$ cat config.mk
export PLATFORM = sky130hd
export DESIGN_NAME = y_writeback
export DESIGN_NICKNAME = d
export VERILOG_FILES = /design/src/rtl/y_writeback.sv
export SDC_FILE = /design/constraint.sdc
export NUM_CORES = 1
export LEC_CHECK = 0
export CORE_AREA = 2 2 196 179
export CTS_BUF_LIST = sky130_fd_sc_hd__clkbuf_8
export CTS_CLUSTER_DIAMETER = 100
export DETAILED_ROUTE_END_ITERATION = 12
export DIE_AREA = 0 0 198 181
export GPL_TIMING_DRIVEN = 0
export PLACE_DENSITY = 0.56
export SETUP_SLACK_MARGIN = 0.05
export SLEW_MARGIN = 20
export SYNTH_ARGS = -nofsm -noshare
export SYNTH_HDL_FRONTEND = slang
export SYNTH_SLANG_ARGS = --single-unit
$ cat constraint.sdc
create_clock -name clock -period 5 [get_ports clock]
set_clock_uncertainty 0.05 [all_clocks]
set_input_delay 0.5 -clock clock [delete_from_list [all_inputs] [get_ports clock]]
set_output_delay 0.5 -clock clock [all_outputs]
set_load 0.01 [all_outputs]
$ cat src/rtl/y_writeback.sv
`default_nettype none
// y_writeback: buffers Y-matrix updates and writes each element plus its symmetric twin to memory.
// Revision 1.0
module y_writeback #(
  parameter int IDX_W = 5,
  parameter int DEPTH = 4
) (
  input  logic               clock,
  input  logic               reset,
  input  logic               in_valid,
  input  logic [47:0]        in_data,
  input  logic [IDX_W-1:0]   in_row,
  input  logic [IDX_W-1:0]   in_col,
  output logic               in_ready,
  output logic               mem_wr_en,
  output logic [2*IDX_W-1:0] mem_addr,
  output logic [47:0]        mem_wr_data,
  input  logic               mem_ack,
  output logic               busy,
  output logic               overflow,
  output logic [15:0]        wr_count
);

  localparam int PTR_W = (DEPTH > 1) ? $clog2(DEPTH) : 1;
  localparam int ENT_W = 48 + 2*IDX_W;
  localparam logic [PTR_W:0] FULL_CNT = (PTR_W+1)'(DEPTH);

  localparam logic [1:0] S_IDLE   = 2'd0;
  localparam logic [1:0] S_WR_PRI = 2'd1;
  localparam logic [1:0] S_WR_SYM = 2'd2;

  logic [1:0]       state_q, state_d;
  logic [ENT_W-1:0] fifo_q [DEPTH];
  logic [PTR_W-1:0] rd_ptr_q, wr_ptr_q;
  logic [PTR_W:0]   count_q;
  logic [47:0]      hold_data_q;
  logic [IDX_W-1:0] hold_row_q, hold_col_q;
  logic             overflow_q;
  logic [15:0]      wr_count_q;

  logic             full, empty, push, pop, done;
  logic [ENT_W-1:0] head;

  assign full  = (count_q == FULL_CNT);
  assign empty = (count_q == '0);
  assign push  = in_valid && !full;
  assign pop   = (state_q == S_IDLE) && !empty;
  assign head  = fifo_q[rd_ptr_q];
  // An element completes on the ack of its last write: WR_PRI for diagonal, WR_SYM otherwise.
  assign done  = mem_ack && (((state_q == S_WR_PRI) && (hold_row_q == hold_col_q)) ||
                             (state_q == S_WR_SYM));

  assign in_ready = !full;
  assign busy     = !empty || (state_q != S_IDLE);
  assign overflow = overflow_q;
  assign wr_count = wr_count_q;

  always_ff @(posedge clock or negedge reset) begin
    if (!reset) state_q <= S_IDLE;
    else        state_q <= state_d;
  end

  always_comb begin
    state_d = state_q;
    case (state_q)
      S_IDLE:   if (!empty) state_d = S_WR_PRI;
      S_WR_PRI: if (mem_ack) state_d = (hold_row_q != hold_col_q) ? S_WR_SYM : S_IDLE;
      S_WR_SYM: if (mem_ack) state_d = S_IDLE;
      default:  state_d = S_IDLE;
    endcase
  end

  always_comb begin
    mem_wr_en   = 1'b0;
    mem_addr    = '0;
    mem_wr_data = '0;
    case (state_q)
      S_WR_PRI: begin
        mem_wr_en   = 1'b1;
        mem_addr    = {hold_row_q, hold_col_q};
        mem_wr_data = hold_data_q;
      end
      S_WR_SYM: begin
        mem_wr_en   = 1'b1;
        mem_addr    = {hold_col_q, hold_row_q};
        mem_wr_data = hold_data_q;
      end
      default: ;
    endcase
  end

  // Storage needs no reset: occupancy alone decides which entries are live.
  always_ff @(posedge clock) begin
    if (push) fifo_q[wr_ptr_q] <= {in_data, in_row, in_col};
  end

  always_ff @(posedge clock or negedge reset) begin
    if (!reset) begin
      rd_ptr_q <= '0;
      wr_ptr_q <= '0;
      count_q  <= '0;
    end else begin
      if (push) wr_ptr_q <= wr_ptr_q + 1'b1;
      if (pop)  rd_ptr_q <= rd_ptr_q + 1'b1;
      case ({push, pop})
        2'b10:   count_q <= count_q + 1'b1;
        2'b01:   count_q <= count_q - 1'b1;
        default: ;
      endcase
    end
  end

  always_ff @(posedge clock or negedge reset) begin
    if (!reset) begin
      hold_data_q <= '0;
      hold_row_q  <= '0;
      hold_col_q  <= '0;
      overflow_q  <= 1'b0;
      wr_count_q  <= '0;
    end else begin
      if (pop) begin
        hold_data_q <= head[ENT_W-1 -: 48];
        hold_row_q  <= head[2*IDX_W-1 -: IDX_W];
        hold_col_q  <= head[IDX_W-1:0];
      end
      if (in_valid && full) overflow_q <= 1'b1;
      if (done) wr_count_q <= wr_count_q + 16'd1;
    end
  end

endmodule
`default_nettype wire

==> flow_summary.yaml, run 1 <==
power_and_ir_drop:
  power.density_nw_per_um2: 614.4
  ir_worst_vdd_mv: 0.2827
  power_leakage_nw: 5.539
critical_path:
  r2r_slack_ns: 2.39
  critPathSlowestCell: "clkdlybuf4s50_1"
  worstPathRequired_ns: 4.45
  crit_chain: "inv_1, ha_1, clkbuf_1, clkbuf_1, and2_1, clkdlybuf4s50_1"
  rr_startpoint: "state_q[0]"
  critPathKind: "reg -> out"
  reg2reg_depth: 11
  crit_path_end_kind: "primary output"
  arrival_ns: 3.17
  critPathMaxStageDelay_ns: 0.56
  start_kind: "register"
  cp_common_cell: "clkbuf_1"
  cp_num_buf_inv: 4
  reg2reg_to: "count_q[2]"
  cpLargestDelayFamily: "buffers and inverters"
  crit_fanout: 10
logic_synthesis:
  syn_inst: 634
  ys_seq_area_share_pct: 73.48
  synth_cell_types: 34
  ys_seq_elements: 316
  yosysWarningCount: 0
  yosys.area.top_type: "edfxtp_1"
  yosysTopAreaCellShare_pct: 56.45
  syn_area_um2: 12340
  syn_nets: 706
  syn_area_per_cell_um2: 19.47
  synth_area_leaders: "edfxtp_1 (56%), dfrtp_1 (17%), mux4_2 (11%)"
timing:
  slew_viol_final: 0
  relSlewSlack_pct: 49.50
  fin_crit_ns: 3.717
  worst_pin_slew_ns: 0.7575
  rsz0062_at_grt: "false"
  max_freq_ghz: 0.2691
  period_share_pct: 74.33
  worst_slack_ns: 1.283
  final-setup-viol-count: 0
  hold_viol_final: 0
  final.setup.tns_ns: 0
clock_network:
  cts_inserted_buffers: 53
  cts.sinks: 316
  clk_pin_slew_ns: 0.06
  clock_latency_ns: 0.59
  htreeDepth: 2
  post_cts_buffers: 0
  cts_tree: "done"
  ctsLongestPathBuffers: 3
  cts_root_buffer: "clkbuf_8"
global_routing:
  grt_max_degree: 53
  grt_usage_pct: 14.96
  grt_overflow: 0
  grt_pass1_vias: 6873
  antenna_found_initial: 3
  grt_pass1_wl_um: 40350
floorplanning:
  rows: 64
  die_area_um2: 35840
  core_area_um2: 33710
  fp.dieH_um: 181
  die_w_um: 198
  ios: 140
  start_util_pct: 36.61
finish:
  n_antenna_cell: 0
  finalNetCount: 906
  utilization_pct: 45.91
  drive_gt1_share_pct: 24.74
  final_common_cell: "edfxtp_1"
  regArea_um2: 9069
  fillCellCount: 2983
  multi_input_area_um2: 3110
  areaGrowthSynthToFinish_pct: 25.41
  layout_common_cells: "edfxtp_1 (232), clkdlybuf4s50_1 (138), dfrtp_1 (84)"
  stdcell_count: 1339
placed_design:
  placed_cells: 1240
  gp_congestion: 0.7438
  preCtsSetupSlack_ns: 1.880
  io_buffers: 139
  hpwl_um: 16010
drt:
  vias: 6365
  drtAntennaViolNets: 0
  drtPass1Iterations: 6
  post_drt_wl_per_cell_um: 19.44
  drc_errors: 0
  drt_iter0_drc: 268
  drt-total-wl_um: 26030
  vias_per_cell: 4.754
run:
  maxCapViolCount: 0
min_path:
  hold_path.class: "in -> async"
status:
  outcome: "finished clean"
==> flip-flops by register name, summed over array words and instances, names as in the netlist <==
| register | flops |
|---|---|
| wr_count | 16 |
| overflow | 1 |
| state_q | 2 |
| fifo_q | 232 |
| wr_ptr_q | 2 |
| hold_data_q | 48 |
| hold_col_q | 5 |
| rd_ptr_q | 2 |
| count_q | 3 |
| hold_row_q | 5 |
==> worst register-to-register path: cells and delay by family (launching register included) <==
family | cells | cell delay, ns
buffers and inverters | 4 | 0.74
xor gates and xnor gates | 2 | 0.30
adders and majority gates | 3 | 0.80
DFF | 1 | 0.38
and+or+nand+nor | 2 | 0.27
==> how the worst max path moves through the flow <==
stage,cells past startpoint,from,to,slack (ns)
after floorplan,3,count_q[0],fifo_q[0][0],2.47
after global placement,1,reset,hold_data_q[40],-0.56
after detailed placement,6,state_q[1],mem_wr_data[27],1.88
after CTS,6,state_q[1],mem_wr_data[27],1.21
after global routing,6,state_q[1],mem_wr_data[27],1.08
final,6,state_q[1],mem_wr_data[27],1.28
==> area by class of cell <==
type | instances | share of cell area, %
sequential | 316 | 58.59
multi-input combinational | 276 | 20.10
timing repair buffer | 145 | 9.903
clock buffer | 61 | 5.424
tap | 462 | 3.735
clock inverter | 37 | 1.067
buffer | 29 | 0.8650
inverter | 13 | 0.3153
==> kinds of logic (layout without fill, tap and decap cells) <==
group	Yosys count	after routing	synth area share (%)
buf+inv	42	285	1.480
fa+ha+maj	10	10	1.075
flops	316	316	73.48
xor+xnor	26	26	1.845
simple gates	103	103	4.846
compound gates	18	18	1.135
mux	119	119	16.14
==> layer usage <==
metal,GRT usage [%],routed length (um),vias to the layer above
met4,4.301,503,2
met3,4.368,1617,53
met5,0,16,-
met2,23.90,12210,161
li1,-,-,2866
met1,19.92,11680,3283
==> stage by stage <==
step | area (um2) | power [mW] | hold WS [ns]
2_1_floorplan | 12340 | 6.017 | 0.1544
3_3_place_gp | 14310 | 7.455 | 0.4054
3_5_place_dp | 14460 | 7.522 | 0.3832
4_1_cts | 15480 | 9.707 | 0.3106
5_1_grt | 15480 | 10.10 | 0.3470
6_report | 15480 | 9.510 | 0.3508
==> where the power goes <==
part           total (mW)  leakage, nW  internal (mW)  switching (mW)
Clock                2.14        0.607           1.11            1.02
Sequential           3.81         3.12           3.56           0.249
Combinational        3.56         1.81           1.87            1.69
Total                9.51         5.54           6.55            2.96
==> what timing repair did <==
action                                 4_1_cts  5_1_grt
endpoints found under the hold margin       32        0
hold buffers                                 1        0
gates resized for setup                      0        0
==> cell usage after synthesis <==
master,number
mux2i_1,1
nand2b_1,1
nor3_1,7
buf_2,14
inv_1,12
a22oi_1,10
edfxtp_1,232
mux4_2,58
nor4_1,3
and2_1,50
xnor2_1,8
o21ai_0,1
a21oi_1,1
nand2_1,9
dfrtp_1,84
nand4_1,3
clkbuf_1,14
a31o_2,1
a32oi_2,1
nor2_1,8
o22ai_1,1
o21bai_1,1
a21o_1,1
fa_1,1
xor2_1,18
mux2_2,60
ha_1,9
nor2b_1,10
nor3_2,3
buf_6,1
and3_1,4
inv_2,1
a22o_1,1
nand3_1,5
No activity file was read; power rests on OpenSTA's default activity.
==> run 2: changes to the inputs <==
==> constraint.sdc (replaced) <==
create_clock -name clock -period 3.8 [get_ports clock]
set_clock_uncertainty 0.05 [all_clocks]
set_input_delay 0.38 -clock clock [delete_from_list [all_inputs] [get_ports clock]]
set_output_delay 0.38 -clock clock [all_outputs]
set_load 0.01 [all_outputs]
==> flow_summary.yaml, run 2 (synthesized netlist as in run 1, its figures left out) <==
finish:
  stdcell_count: 1339
  finalNetCount: 906
  regArea_um2: 9069
  n_antenna_cell: 0
  finalInstanceArea_um2: 15480
  fillCellCount: 2983
  largest_register_ffs: 232
  layout_common_cells: "edfxtp_1 (232), clkdlybuf4s50_1 (138), dfrtp_1 (84)"
  drive_gt1_share_pct: 24.86
  multi_input_area_um2: 3110
  final_common_cell: "edfxtp_1"
  largest_register: "fifo_q"
  areaGrowthSynthToFinish_pct: 25.42
clock_network:
  clk_pin_slew_ns: 0.06
  cts_inserted_buffers: 53
  ctsLongestPathBuffers: 3
  clock_latency_ns: 0.59
  post_cts_buffers: 0
  htreeDepth: 2
  cts_tree: "done"
  cts_root_buffer: "clkbuf_8"
  cts.sinks: 316
global_routing:
  grt_max_degree: 53
  grt_usage_pct: 14.96
  grt_pass1_wl_um: 40350
  antenna_found_initial: 3
  grt_pass1_vias: 6873
  grt_overflow: 0
drt:
  drtAntennaViolNets: 0
  vias: 6380
  post_drt_wl_per_cell_um: 19.45
  drt_iter0_drc: 266
  vias_per_cell: 4.765
  drc_errors: 0
  drt-total-wl_um: 26040
  drtPass1Iterations: 6
status:
  outcome: "finished clean"
floorplanning:
  start_util_pct: 36.61
  die_w_um: 198
  ios: 140
  fp.dieH_um: 181
  die_area_um2: 35840
  core_area_um2: 33710
  rows: 64
timing:
  fin_crit_ns: 3.431
  rsz0062_at_grt: "false"
  final-setup-viol-count: 0
  hold_viol_final: 0
  worst_pin_slew_ns: 0.7575
  final.setup.tns_ns: 0
  max_freq_ghz: 0.2914
  period_share_pct: 90.30
  relSlewSlack_pct: 49.50
  slew_viol_final: 0
  fin_hold_ws_ns: 0.2311
critical_path:
  worstPathRequired_ns: 3.37
  start_kind: "register"
  critPathMaxStageDelay_ns: 0.56
  critPathSlowestCell: "clkdlybuf4s50_1"
  rr_startpoint: "state_q[0]"
  crit_chain: "inv_1, ha_1, clkbuf_2, clkbuf_1, and2_1, clkdlybuf4s50_1"
  critPathKind: "reg -> out"
  crit_path_end_kind: "primary output"
  startpoint: "state_q[1]"
  r2r_slack_ns: 1.20
  reg2reg_depth: 11
  reg2reg_to: "count_q[2]"
  arrival_ns: 3.00
  crit_fanout: 10
  crit_end: "mem_wr_data[27]"
power_and_ir_drop:
  total_power_mw: 12.51
  power_leakage_nw: 5.542
  power.density_nw_per_um2: 808.5
  ir_worst_vdd_mv: 0.3720
run:
  maxCapViolCount: 0
placed_design:
  placed_cells: 1240
  gp_congestion: 0.7438
  hpwl_um: 16010
  io_buffers: 139
  place_area_um2: 14460
min_path:
  hold_path.class: "in -> async"
[run 2: timing repair]
| item | 4_1_cts | 5_1_grt |
|---|---|---|
| resized for setup | 0 | 2 |
| hold buffers | 1 | 0 |
| endpoints found under the hold margin | 32 | 0 |
| setup endpoints to repair | 0 | 6 |
[run 2: layout make-up]
class | count | area share, %
clock buffers | 61 | 5.424
clock inverters | 37 | 1.067
inverters | 13 | 0.3153
multi-input cells | 276 | 20.10
repair buffers | 145 | 9.902
flip-flops and latches | 316 | 58.59
plain buffers | 29 | 0.8730
well taps | 462 | 3.735
[run 2: where the power goes]
part	switching, mW	total [mW]	internal, mW	leakage, nW
Combinational	2.23	4.69	2.46	1.81
Clock	1.35	2.81	1.47	0.607
Sequential	0.328	5.02	4.69	3.12
Total	3.90	12.5	8.62	5.54
[run 2: stage by stage]
step	worst slack, ns	utilization, %
5_1_grt	0.1670	45.91
6_report	0.3688	45.91
3_3_place_gp	-1.641	42.45
2_1_floorplan	1.274	-
3_5_place_dp	0.7996	42.90
4_1_cts	0.1316	45.91
[run 2: per-layer routing]
metal | wire [um] | GRT usage (%) | vias to the layer above
met5 | 16 | 0 | -
met4 | 503 | 4.301 | 2
met3 | 1617 | 4.368 | 53
met2 | 12220 | 23.90 | 159
met1 | 11680 | 19.92 | 3301
li1 | - | - | 2865
[run 2: worst min path at each step]
stage | end | startpoint | slack (ns)
after floorplan | count_q[0] | reset | 0.03
after global placement | wr_count[15] | wr_count[15] | 0.41
after CTS | hold_data_q[30] | reset | 0.19
final | hold_data_q[10] | reset | 0.23
after detailed placement | hold_data_q[10] | reset | 0.26
after global routing | hold_data_q[24] | reset | 0.23
[run 2: worst max-delay path, delay by kind of cell, from the launching register on]
kind	cells	cell delay [ns]
fa+ha+maj	1	0.45
buf+inv	4	1.33
flops	1	0.37
simple gates	1	0.25
==> run 3: changes to the inputs <==
--- a/config.mk
+++ b/config.mk
@@ -5,6 +5,7 @@
 export SDC_FILE = /design/constraint.sdc
 export NUM_CORES = 1
 export LEC_CHECK = 0
+export CAP_MARGIN = 20
 export CORE_AREA = 2 2 196 179
 export CTS_BUF_LIST = sky130_fd_sc_hd__clkbuf_8
 export CTS_CLUSTER_DIAMETER = 100
@@ -12,7 +13,6 @@
 export DIE_AREA = 0 0 198 181
 export GPL_TIMING_DRIVEN = 0
 export PLACE_DENSITY = 0.56
-export SETUP_SLACK_MARGIN = 0.05
 export SLEW_MARGIN = 20
 export SYNTH_ARGS = -nofsm -noshare
 export SYNTH_HDL_FRONTEND = slang
==> results of run 3 <==
The final DEF is identical to that of run 2; final timing and power are the same.
